===== config.mk =====
export PLATFORM = sky130hd
export DESIGN_NAME = axis_dest_demux_flat
export DESIGN_NICKNAME = d
export VERILOG_FILES = /design/src/rtl/axis_dest_demux_if.sv /design/src/rtl/axis_dest_demux.sv /design/src/flat_wrapper.sv
export SDC_FILE = /design/constraint.sdc
export NUM_CORES = 1
export LEC_CHECK = 0
export ABC_CLOCK_PERIOD_IN_PS = 3600
export CAP_MARGIN = 25
export CORE_MARGIN = 2
export CORE_UTILIZATION = 37
export CTS_BUF_LIST = sky130_fd_sc_hd__clkbuf_16
export CTS_CLUSTER_DIAMETER = 100
export CTS_CLUSTER_SIZE = 40
export DETAILED_ROUTE_END_ITERATION = 16
export PLACE_DENSITY = 0.84
export SYNTH_ARGS = -nofsm -noshare
export SYNTH_HDL_FRONTEND = slang
export SYNTH_SLANG_ARGS = --single-unit

===== constraint.sdc =====
create_clock -name clk -period 3.6 [get_ports clk]
set_clock_uncertainty 0.15 [all_clocks]
set_input_delay 0.72 -clock clk [delete_from_list [all_inputs] [get_ports clk]]
set_output_delay 0.72 -clock clk [all_outputs]
set_load 0.05 [all_outputs]

===== src/rtl/axis_dest_demux_if.sv =====
// AXI Stream channel bundle used by axis_dest_demux for its input and four outputs.
interface axis_dest_demux_if #(
    parameter int DATA_WIDTH = 8
);
    logic [DATA_WIDTH-1:0] TDATA;
    logic                  TVALID;
    logic                  TREADY;
    logic                  TLAST;

    modport master (output TDATA, output TVALID, output TLAST, input TREADY);
    modport slave  (input TDATA, input TVALID, input TLAST, output TREADY);
endinterface


===== src/rtl/axis_dest_demux.sv =====
// Steers each packet of one AXI Stream to one of four outputs by the 2-bit header field.
// Optional build macro AXIS_DEMUX_STRIP_HEADER_EN consumes header beats instead of forwarding them.
module axis_dest_demux #(
    parameter int DATA_WIDTH = 8,
    parameter int DEST_LSB   = 0
) (
    input  logic               clk,
    input  logic               rst,
    axis_dest_demux_if.slave   src,
    axis_dest_demux_if.master  dst0,
    axis_dest_demux_if.master  dst1,
    axis_dest_demux_if.master  dst2,
    axis_dest_demux_if.master  dst3
);
    typedef enum logic {HEAD, BODY} state_t;

    state_t                state_reg;
    logic [1:0]            dest_reg;
    logic                  occ_reg;
    logic [DATA_WIDTH-1:0] data_reg;
    logic                  last_reg;
    logic [1:0]            dest_q_reg;

    logic [3:0]            dst_ready;
    logic [3:0]            dst_valid;
    logic                  sel_ready;
    logic                  src_ready;
    logic                  accept;
    logic                  load;
    logic [1:0]            beat_dest;
    logic [1:0]            hdr_dest;

    assign dst_ready = {dst3.TREADY, dst2.TREADY, dst1.TREADY, dst0.TREADY};
    assign sel_ready = dst_ready[dest_q_reg];
    assign hdr_dest  = src.TDATA[DEST_LSB +: 2];
    assign beat_dest = (state_reg == HEAD) ? hdr_dest : dest_reg;

`ifdef AXIS_DEMUX_STRIP_HEADER_EN
    // Headers never enter the holding register, so they can always be taken.
    assign src_ready = (state_reg == HEAD) ? 1'b1 : (!occ_reg || sel_ready);
    assign accept    = src.TVALID && src_ready;
    assign load      = accept && (state_reg == BODY);
`else
    assign src_ready = !occ_reg || sel_ready;
    assign accept    = src.TVALID && src_ready;
    assign load      = accept;
`endif

    assign src.TREADY = src_ready;

    always_ff @(posedge clk or posedge rst) begin
        if (rst) begin
            state_reg <= HEAD;
            dest_reg  <= 2'd0;
        end else if (accept) begin
            if (state_reg == HEAD) begin
                dest_reg  <= hdr_dest;
                state_reg <= src.TLAST ? HEAD : BODY;
            end else if (src.TLAST) begin
                state_reg <= HEAD;
            end
        end
    end

    // dest_q travels with each held beat so a new header can be latched under it.
    always_ff @(posedge clk or posedge rst) begin
        if (rst) begin
            occ_reg    <= 1'b0;
            data_reg   <= '0;
            last_reg   <= 1'b0;
            dest_q_reg <= 2'd0;
        end else if (load) begin
            occ_reg    <= 1'b1;
            data_reg   <= src.TDATA;
            last_reg   <= src.TLAST;
            dest_q_reg <= beat_dest;
        end else if (occ_reg && sel_ready) begin
            occ_reg    <= 1'b0;
        end
    end

    generate
        for (genvar gi = 0; gi < 4; gi++) begin : g_valid
            assign dst_valid[gi] = occ_reg && (dest_q_reg == 2'(gi));
        end
    endgenerate

    assign dst0.TVALID = dst_valid[0];
    assign dst1.TVALID = dst_valid[1];
    assign dst2.TVALID = dst_valid[2];
    assign dst3.TVALID = dst_valid[3];

    assign dst0.TDATA = data_reg;
    assign dst1.TDATA = data_reg;
    assign dst2.TDATA = data_reg;
    assign dst3.TDATA = data_reg;

    assign dst0.TLAST = last_reg;
    assign dst1.TLAST = last_reg;
    assign dst2.TLAST = last_reg;
    assign dst3.TLAST = last_reg;
endmodule


===== src/flat_wrapper.sv =====
// flat-port wrapper written by rule: the top's interface ports become plain ports
module axis_dest_demux_flat 
#(
    parameter int DATA_WIDTH = 8,
    parameter int DEST_LSB   = 0
)
  (clk, rst, src_TDATA, src_TVALID, src_TLAST, src_TREADY, dst0_TDATA, dst0_TVALID, dst0_TLAST, dst0_TREADY, dst1_TDATA, dst1_TVALID, dst1_TLAST, dst1_TREADY, dst2_TDATA, dst2_TVALID, dst2_TLAST, dst2_TREADY, dst3_TDATA, dst3_TVALID, dst3_TLAST, dst3_TREADY);
  axis_dest_demux_if #(.DATA_WIDTH(DATA_WIDTH)) src_i ();
  axis_dest_demux_if #(.DATA_WIDTH(DATA_WIDTH)) dst0_i ();
  axis_dest_demux_if #(.DATA_WIDTH(DATA_WIDTH)) dst1_i ();
  axis_dest_demux_if #(.DATA_WIDTH(DATA_WIDTH)) dst2_i ();
  axis_dest_demux_if #(.DATA_WIDTH(DATA_WIDTH)) dst3_i ();
  input  logic clk;
  input  logic rst;
  input wire logic [$bits(src_i.TDATA)-1:0] src_TDATA;
  input wire logic [$bits(src_i.TVALID)-1:0] src_TVALID;
  input wire logic [$bits(src_i.TLAST)-1:0] src_TLAST;
  output wire logic [$bits(src_i.TREADY)-1:0] src_TREADY;
  output wire logic [$bits(dst0_i.TDATA)-1:0] dst0_TDATA;
  output wire logic [$bits(dst0_i.TVALID)-1:0] dst0_TVALID;
  output wire logic [$bits(dst0_i.TLAST)-1:0] dst0_TLAST;
  input wire logic [$bits(dst0_i.TREADY)-1:0] dst0_TREADY;
  output wire logic [$bits(dst1_i.TDATA)-1:0] dst1_TDATA;
  output wire logic [$bits(dst1_i.TVALID)-1:0] dst1_TVALID;
  output wire logic [$bits(dst1_i.TLAST)-1:0] dst1_TLAST;
  input wire logic [$bits(dst1_i.TREADY)-1:0] dst1_TREADY;
  output wire logic [$bits(dst2_i.TDATA)-1:0] dst2_TDATA;
  output wire logic [$bits(dst2_i.TVALID)-1:0] dst2_TVALID;
  output wire logic [$bits(dst2_i.TLAST)-1:0] dst2_TLAST;
  input wire logic [$bits(dst2_i.TREADY)-1:0] dst2_TREADY;
  output wire logic [$bits(dst3_i.TDATA)-1:0] dst3_TDATA;
  output wire logic [$bits(dst3_i.TVALID)-1:0] dst3_TVALID;
  output wire logic [$bits(dst3_i.TLAST)-1:0] dst3_TLAST;
  input wire logic [$bits(dst3_i.TREADY)-1:0] dst3_TREADY;
  assign src_i.TDATA = src_TDATA;
  assign src_i.TVALID = src_TVALID;
  assign src_i.TLAST = src_TLAST;
  assign src_TREADY = src_i.TREADY;
  assign dst0_TDATA = dst0_i.TDATA;
  assign dst0_TVALID = dst0_i.TVALID;
  assign dst0_TLAST = dst0_i.TLAST;
  assign dst0_i.TREADY = dst0_TREADY;
  assign dst1_TDATA = dst1_i.TDATA;
  assign dst1_TVALID = dst1_i.TVALID;
  assign dst1_TLAST = dst1_i.TLAST;
  assign dst1_i.TREADY = dst1_TREADY;
  assign dst2_TDATA = dst2_i.TDATA;
  assign dst2_TVALID = dst2_i.TVALID;
  assign dst2_TLAST = dst2_i.TLAST;
  assign dst2_i.TREADY = dst2_TREADY;
  assign dst3_TDATA = dst3_i.TDATA;
  assign dst3_TVALID = dst3_i.TVALID;
  assign dst3_TLAST = dst3_i.TLAST;
  assign dst3_i.TREADY = dst3_TREADY;
  axis_dest_demux #(.DATA_WIDTH(DATA_WIDTH), .DEST_LSB(DEST_LSB)) u_core (.clk(clk), .rst(rst), .src(src_i), .dst0(dst0_i), .dst1(dst1_i), .dst2(dst2_i), .dst3(dst3_i));
endmodule

==> key figures, run 1 <==
Status
  – Status: finished, final reports clean

Setup path
  – Worst path depth: 3
  – Worst path bufs/invs: 1
  – Worst path required time: 2730 ps
  – Max incr delay on CP: 790 ps
  – Cells along the critical path: nor2b_1, and2_2, clkdlybuf4s50_1
  – Slowest cell on crit path: clkdlybuf4s50_1
  – Crit path max fanout: 5
  – Worst r2r path cells: 3
  – CP top delay family: buffers and inverters
  – Crit path DAT: about 1900 ps
  – Crit end category: primary output
  – Critical path type: flop to primary output
  – CP startpoint kind: flop

Route
  – DRC Markers: 0
  – Starting DRT DRC Count: 8
  – DRT Pass-1 Iters: 4
  – Final wirelength: between 1.5 and 2 mm
  – Antenna Nets Post-Route: 0
  – DR vias/cell: 4.403
  – DR vias: about 570
  – WL per Instance: ~13 microns

Finish
  – Layout area overhead: 55.88%
  – Final #Nets: about 120
  – Antenna cells: 0
  – Largest register FFs: 8
  – Share of post-route cells with drive strength above 1: 0.1683

Yosys
  – Post-Syn Instances: 69
  – Yosys top cell area share: 0.3969
  – Syn. warnings: 0
  – Synth area leaders: dfrtp_1 (40%), buf_4 (25%), mux2_4 (16%)
  – Most common library cells after synthesis: buf_4 (27), dfrtp_1 (13), mux2_4 (9)
  – Register bit total from synthesis: 13
  – Yosys cell types: 17
  – Area leader, netlist: dfrtp_1
  – Most used DFF post-synth: dfrtp_1
  – Sequential area share after synthesis: 0.3969
  – Post-synth EDFFs: 0
  – Post-synth ARST share: 1.000
  – Syn_nets: between 80 and 90
  – Most common cell in the netlist: buf_4
  – Post-Syn Area: 819.5 sq um
  – Syn avg cell area: 11.88 sq um

Floorplanning
  – Site Rows: 17
  – Core ar.: 2148 sq um
  – Initial core utilization: 0.3815
  – Die ar.: around 2600 sq um
  – Die width: between 50 and 60 microns
  – Die height: roughly 50 microns
  – # IOs: 57

Clock network
  – Post-CTS Repair Setup Buffers: 0
  – Root Buffer: clkbuf_16
  – Clock Path Buffers: 2
  – # resized after CTS: 0
  – Reg clk slew, reported paths: approximately 40 ps
  – Clk sink count: 13
  – CTS tree: built
  – CTS hold repair buffers: 0
  – Total CTS buffers: 3
  – H-tree depth: 1
  – Worst-skew pair later-pin latency: 230 ps

STA
  – Final Hold Fails: 0
  – Tmin final: 2751 ps
  – Unrepaired setup endpoints after global routing: false
  – Slew @ Worst Pin: 676.5 ps
  – Fmax achieved: ~0.36 GHz
  – Setup WS post-layout: 849.0 ps
  – # setup viols final: 0
  – Normalized max-slew margin: 0.5489
  – Pins Over Slew Limit: 0
  – Setup Total Neg Slack: 0 ps
  – Crit share post-route: 0.7642

Job
  – Max-cap violation count: 0

Min path
  – Hold Crit Class: flop to flop
  – Min-Delay Path Depth: 2

GRT
  – First-pass GRT wire length: approximately 2.5 mm
  – Vias in the first global route: about 500
  – GRT Util Overall: 0.1350
  – Grt ovf: 0
  – Pin count of the biggest net entering global routing: 14
  – Initial antenna violation count: 0

Placement
  – Quantity of I/O buffers inserted on ports: 56
  – Detailed placement HPWL: 1.273 mm
  – GPL Wtd Cong: 0.6637
  – Worst slack at placement: 939.3 ps
-- worst paths after layout --
| check | start | end | slack [ps] |
|---|---|---|---|
| setup reg to reg | u_core.dest_q_reg[0]$_DFFE_PP0P_ | u_core.dst0.TDATA[3]$_DFFE_PP0P_ | 1590 |
| hold reg to reg | u_core.state_reg$_DFFE_PP0P_ | u_core.state_reg$_DFFE_PP0P_ | 390 |
| setup / recovery | u_core.dest_q_reg[1]$_DFFE_PP0P_ | dst1_TVALID | 850 |
| max in group asynchronous | rst | u_core.occ_reg$_DFFE_PP0P_ | 2310 |
| hold / removal | u_core.state_reg$_DFFE_PP0P_ | u_core.state_reg$_DFFE_PP0P_ | 390 |
| min in group asynchronous | rst | u_core.dst0.TDATA[2]$_DFFE_PP0P_ | 660 |
-- logic make-up (layout without fill, tap and decap cells) --
kind of cell	after synthesis	count (layout)	synth area share
muxes	14	14	0.2290
buffers and inverters	31	63	0.2748
and+or+nand+nor	8	8	0.06720
AOI/OAI and AO/OA	3	3	0.03207
DFF	13	13	0.3969
-- cell usage in the layout (no fill, tap or decap), drive strengths merged --
master,count
dfrtp,13
a221oi,1
mux2i,3
clkbuf,3
nand2,1
and2,2
and2b,2
nand2b,1
mux2,11
and3,1
buf,1
a221o,1
a22oi,1
inv,4
clkdlybuf4s50,55
nor2b,1
-- through the flow --
step	utilization	instances	area, sq um	hold WS (ps)
2_1_floorplan	-	69	819.5	336.6
3_3_place_gp	0.5580	125	1199	357.5
3_5_place_dp	0.5580	125	1199	377.0
4_1_cts	0.5946	129	1277	390.0
5_1_grt	0.5946	129	1277	435.6
6_report	0.5946	129	1277	389.7
-- layer usage --
metal	vias up	share of wire	GRT usage
li1	264	-	-
met1	274	0.39	0.1463
met2	28	0.53	0.2316
met3	2	0.065	0.03801
met4	0	0.016	0.08108
met5	-	0	0
-- worst register-to-register path, cell delays in order, from the launching register on --
cell	delay, ps
dfrtp_1	440
mux2i_1	310
a221o_1	630
mux2_4	360
-- layout make-up --
| class | instances | area (sq um) |
|---|---|---|
| Fill cell | 169 | 870.8 |
| Timing Repair Buffer | 56 | 558.0 |
| Sequential cell | 13 | 325.3 |
| Multi-Input combinational cell | 25 | 269.0 |
| Clock buffer | 3 | 75.07 |
| Tap cell | 28 | 35.03 |
| Inverter | 3 | 11.26 |
| Clock inverter | 1 | 3.754 |
Power of run 1 is left out: the tool's default activity adds up to more than one toggle a clock period on the data nets, which glitch-free logic cannot reach.
==> inputs of run 2 (changes only) <==
ABC_CLOCK_PERIOD_IN_PS = 2500   (was 3600)
CORE_UTILIZATION = 31   (was 37)
PLACE_DENSITY = 0.75   (was 0.84)
clock period = 2.5 ns   (was 3.6 ns; I/O delays follow)
==> key figures, run 2 (synthesis gave the netlist of run 1 again) <==
Finish
  – Fill cell count: 211
  – Final #Nets: 118
  – Register area: about 330 sq um
  – Share of post-route cells with drive strength above 1: 0.1881
  – Commonest cells after routing, fill and taps aside: clkdlybuf4s50_1 (53), dfrtp_1 (13), mux2_4 (9)
  – Final instance area: approximately 1300 sq um
  – Largest register FFs: 8
  – Layout area overhead: 57.10%
  – Multi-input gate area: 269.0 sq um
  – Most common cell after layout, fill and taps aside: clkdlybuf4s50_1
  – Antenna cells: 0

Setup path
  – Max incr delay on CP: between 700 and 800 ps
  – Crit path DAT: ~1800 ps
  – Worst path required time: 1850 ps
  – CP top delay family: buffers and inverters
  – Crit end category: primary output
  – Crit path max fanout: 4
  – Cells along the critical path: and2_1, and2b_2, clkdlybuf4s50_1
  – CP startpoint kind: flop
  – Worst path bufs/invs: 1
  – Critical path type: flop to primary output
  – Slowest cell on crit path: clkdlybuf4s50_1

STA
  – Tmin final: between 2000 and 2500 ps
  – Unrepaired setup endpoints after global routing: false
  – Crit share post-route: 0.9642
  – Hold_ws: 363.6 ps
  – # setup viols final: 0
  – Pins Over Slew Limit: 0
  – Setup WS post-layout: 89.45 ps
  – Normalized max-slew margin: 0.5576
  – Final Hold Fails: 0
  – Setup Total Neg Slack: 0 ps
  – Slew @ Worst Pin: 663.4 ps
  – Fmax achieved: 0.4148 GHz

Job
  – Max-cap violation count: 0

Floorplanning
  – Die height: 55.42 microns
  – Die width: ~55 microns
  – Die ar.: roughly 3100 sq um
  – Site Rows: 18
  – # IOs: 57
  – Initial core utilization: 0.3278
  – Core ar.: 2500 sq um

Placement
  – GPL Wtd Cong: about 0.70
  – Detailed placement HPWL: around 1.3 mm
  – Area after DPL: 1209 sq um
  – Quantity of I/O buffers inserted on ports: 56
  – Worst slack at placement: 84.45 ps

GRT
  – First-pass GRT wire length: 2.842 mm
  – Grt ovf: 0
  – Vias in the first global route: 601
  – GRT Util Overall: 0.1169
  – Pin count of the biggest net entering global routing: 14
  – Initial antenna violation count: 0

Clock network
  – CTS hold repair buffers: 0
  – Post-CTS Repair Setup Buffers: 0
  – Root Buffer: clkbuf_16
  – CTS tree: built
  – # resized after CTS: 0
  – Worst-skew pair later-pin latency: 230 ps
  – Clock Path Buffers: 2
  – H-tree depth: 1
  – Clk sink count: 13
  – Total CTS buffers: 3
  – Reg clk slew, reported paths: 40 ps

Route
  – DR vias/cell: 4.374
  – Met3 WL: 110 microns
  – WL per Instance: 12.50 microns
  – Starting DRT DRC Count: 12
  – Top Layer Used: met4
  – DR vias: 573
  – Met1 WL: 613 microns
  – DRT Pass-1 Iters: 4
  – DRC Markers: 0
  – Final wirelength: 1.638 mm
  – Met2 WL: a little under 900 microns
  – Antenna Nets Post-Route: 0

Status
  – Status: finished, final reports clean

Min path
  – Hold Crit Class: flop to flop
## run 2: layer usage
metal / vias up / GRT usage
met1: 274 / 0.1152
met2: 30 / 0.2092
met4: 0 / 0.07317
met5: - / 0
li1: 265 / -
met3: 4 / 0.03747
## run 2: area by class of cell
type,instances,area share
inverters,3,0.008746
clock buffers,3,0.05831
repair buffers,56,0.4393
flip-flops and latches,13,0.2527
well taps,30,0.02915
multi-input cells,25,0.2089
clock inverters,1,0.002915
## run 2: final timing paths
check | to | depth (start not counted) | slack [ps] | from
max in group asynchronous | u_core.dst0.TDATA[4]$_DFFE_PP0P_ | 2 | 1430 | rst
setup reg to reg | u_core.dst0.TDATA[1]$_DFFE_PP0P_ | 3 | 470 | u_core.dest_q_reg[0]$_DFFE_PP0P_
hold reg to reg | u_core.state_reg$_DFFE_PP0P_ | 2 | 360 | u_core.state_reg$_DFFE_PP0P_
min in group asynchronous | u_core.dst0.TLAST$_DFFE_PP0P_ | 2 | 440 | rst
setup / recovery | dst2_TVALID | 3 | 90 | u_core.dest_q_reg[1]$_DFFE_PP0P_
hold / removal | u_core.state_reg$_DFFE_PP0P_ | 2 | 360 | u_core.state_reg$_DFFE_PP0P_
## run 2: stage by stage
step | instances | util
2_1_floorplan | 69 | -
3_3_place_gp | 127 | 0.4835
3_5_place_dp | 127 | 0.4835
4_1_cts | 131 | 0.5150
5_1_grt | 131 | 0.5150
6_report | 131 | 0.5150
## run 2: tightest hold or removal path: stages (launching register included)
cell	delay (ps)
dfrtp_1	360
inv_1	50
mux2i_1	50
Power of run 2 is left out for the same reason.
==> inputs of run 3 (changes only) <==
CORE_ASPECT_RATIO = 0.6   (was not set)
CTS_CLUSTER_DIAMETER = not set   (was 100)
==> key figures, run 3 (synthesis gave the netlist of run 1 again) <==
Finish
  – Largest register FFs: 8
  – Commonest cells after routing, fill and taps aside: clkdlybuf4s50_1 (53), dfrtp_1 (13), mux2_4 (9)
  – Final instance area: 1290 sq um
  – Fill cell count: 208
  – Layout area overhead: 57.40%
  – Final core utilization: 0.5150
  – Non-Filler Instances: between 100 and 150
  – Share of post-route cells with drive strength above 1: 0.1881
  – Most common cell after layout, fill and taps aside: clkdlybuf4s50_1
  – Final #Nets: roughly 120
  – Register area: roughly 330 sq um
  – Antenna cells: 0
  – Multi-input gate area: 269.0 sq um

Route
  – DRC Markers: 0
  – DR vias: 563
  – Final wirelength: approximately 1.7 mm
  – Antenna Nets Post-Route: 0
  – DR vias/cell: 4.233
  – Starting DRT DRC Count: 3
  – DRT Pass-1 Iters: 3
  – WL per Instance: 12.64 microns

Placement
  – GPL Wtd Cong: between 0.6 and 0.7
  – Area after DPL: between 1000 and 1500 sq um
  – Quantity of I/O buffers inserted on ports: 56
  – # placed instances: 129
  – Detailed placement HPWL: 1.269 mm

Clock network
  – # resized after CTS: 0
  – CTS hold repair buffers: 0
  – CTS tree: built
  – H-tree depth: 1
  – Post-CTS Repair Setup Buffers: 0
  – Clock Path Buffers: 2
  – Worst-skew pair later-pin latency: 240 ps
  – Clk sink count: 13
  – Total CTS buffers: 3
  – Reg clk slew, reported paths: 40 ps
  – Root Buffer: clkbuf_16

Setup path
  – Critical path type: flop to primary output
  – Worst path required time: 1850 ps
  – CP startpoint kind: flop
  – Crit path DAT: 1750 ps
  – Crit path max fanout: 4
  – Crit end category: primary output

Job
  – Max-cap violation count: 0

Min path
  – Hold Crit Class: flop to flop

STA
  – Crit share post-route: 0.9594
  – Tmin final: 2398 ps
  – Final Hold Fails: 0
  – Unrepaired setup endpoints after global routing: false
  – Pins Over Slew Limit: 0
  – # setup viols final: 0
  – Slew @ Worst Pin: roughly 640 ps
  – Setup Total Neg Slack: 0 ps
  – Normalized max-slew margin: 0.5761
  – Fmax achieved: between 0.4 and 0.5 GHz

Floorplanning
  – Die ar.: about 3000 sq um
  – Site Rows: 14
  – Die height: 43.83 microns
  – Initial core utilization: 0.3272
  – # IOs: 57
  – Core ar.: 2505 sq um
  – Die width: just over 70 microns

GRT
  – Grt ovf: 0
  – Pin count of the biggest net entering global routing: 14
  – Initial antenna violation count: 0
  – GRT Util Overall: 0.1152
  – First-pass GRT wire length: 2.553 mm
  – Vias in the first global route: 507

Status
  – Status: finished, final reports clean
-- run 3: through the flow --
stage | setup WS [ps] | hold slack (ps)
floorplan | 391.7 | 227.0
global placement | 183.8 | 359.4
detailed placement | 60.01 | 364.5
CTS | 84.06 | 384.0
global route | 46.10 | 407.9
finish | 101.5 | 379.5
-- run 3: final cells by class --
type	count	share of cell area
clock buffer	3	0.05820
tap	32	0.03104
sequential	13	0.2522
inverter	3	0.008729
multi-input combinational	25	0.2085
clock inverter	1	0.002910
timing repair buffer	56	0.4384
-- run 3: final timing paths --
kind	from	endpoint	slack (ps)	depth (start not counted)
max	u_core.dest_q_reg[1]$_DFFE_PP0P_	dst2_TVALID	100	3
min	u_core.dest_q_reg[1]$_DFFE_PP0P_	u_core.dest_q_reg[1]$_DFFE_PP0P_	380	1
max reg2reg	u_core.dest_q_reg[0]$_DFFE_PP0P_	u_core.dst0.TDATA[5]$_DFFE_PP0P_	470	3
min reg2reg	u_core.dest_q_reg[1]$_DFFE_PP0P_	u_core.dest_q_reg[1]$_DFFE_PP0P_	380	1
max in group asynchronous	rst	u_core.dst0.TDATA[5]$_DFFE_PP0P_	1460	2
min in group asynchronous	rst	u_core.dst0.TDATA[7]$_DFFE_PP0P_	420	2
-- run 3: worst max-delay path: stages, from the launching register on --
cell and delay (ps):
dfrtp_1 360, and2_1 200, and2b_2 160, clkdlybuf4s50_1 790
-- run 3: routing by layer --
layer / global-route usage / vias up / share of wire / wire [microns]
met5: 0 / - / 0 / 0
met1: 0.1451 / 255 / 0.46 / 766
li1: - / 266 / - / -
met3: 0.04186 / 4 / 0.091 / 153
met2: 0.1774 / 38 / 0.44 / 732
met4: 0.05769 / 0 / 0.018 / 30
Power of run 3 is left out for the same reason.
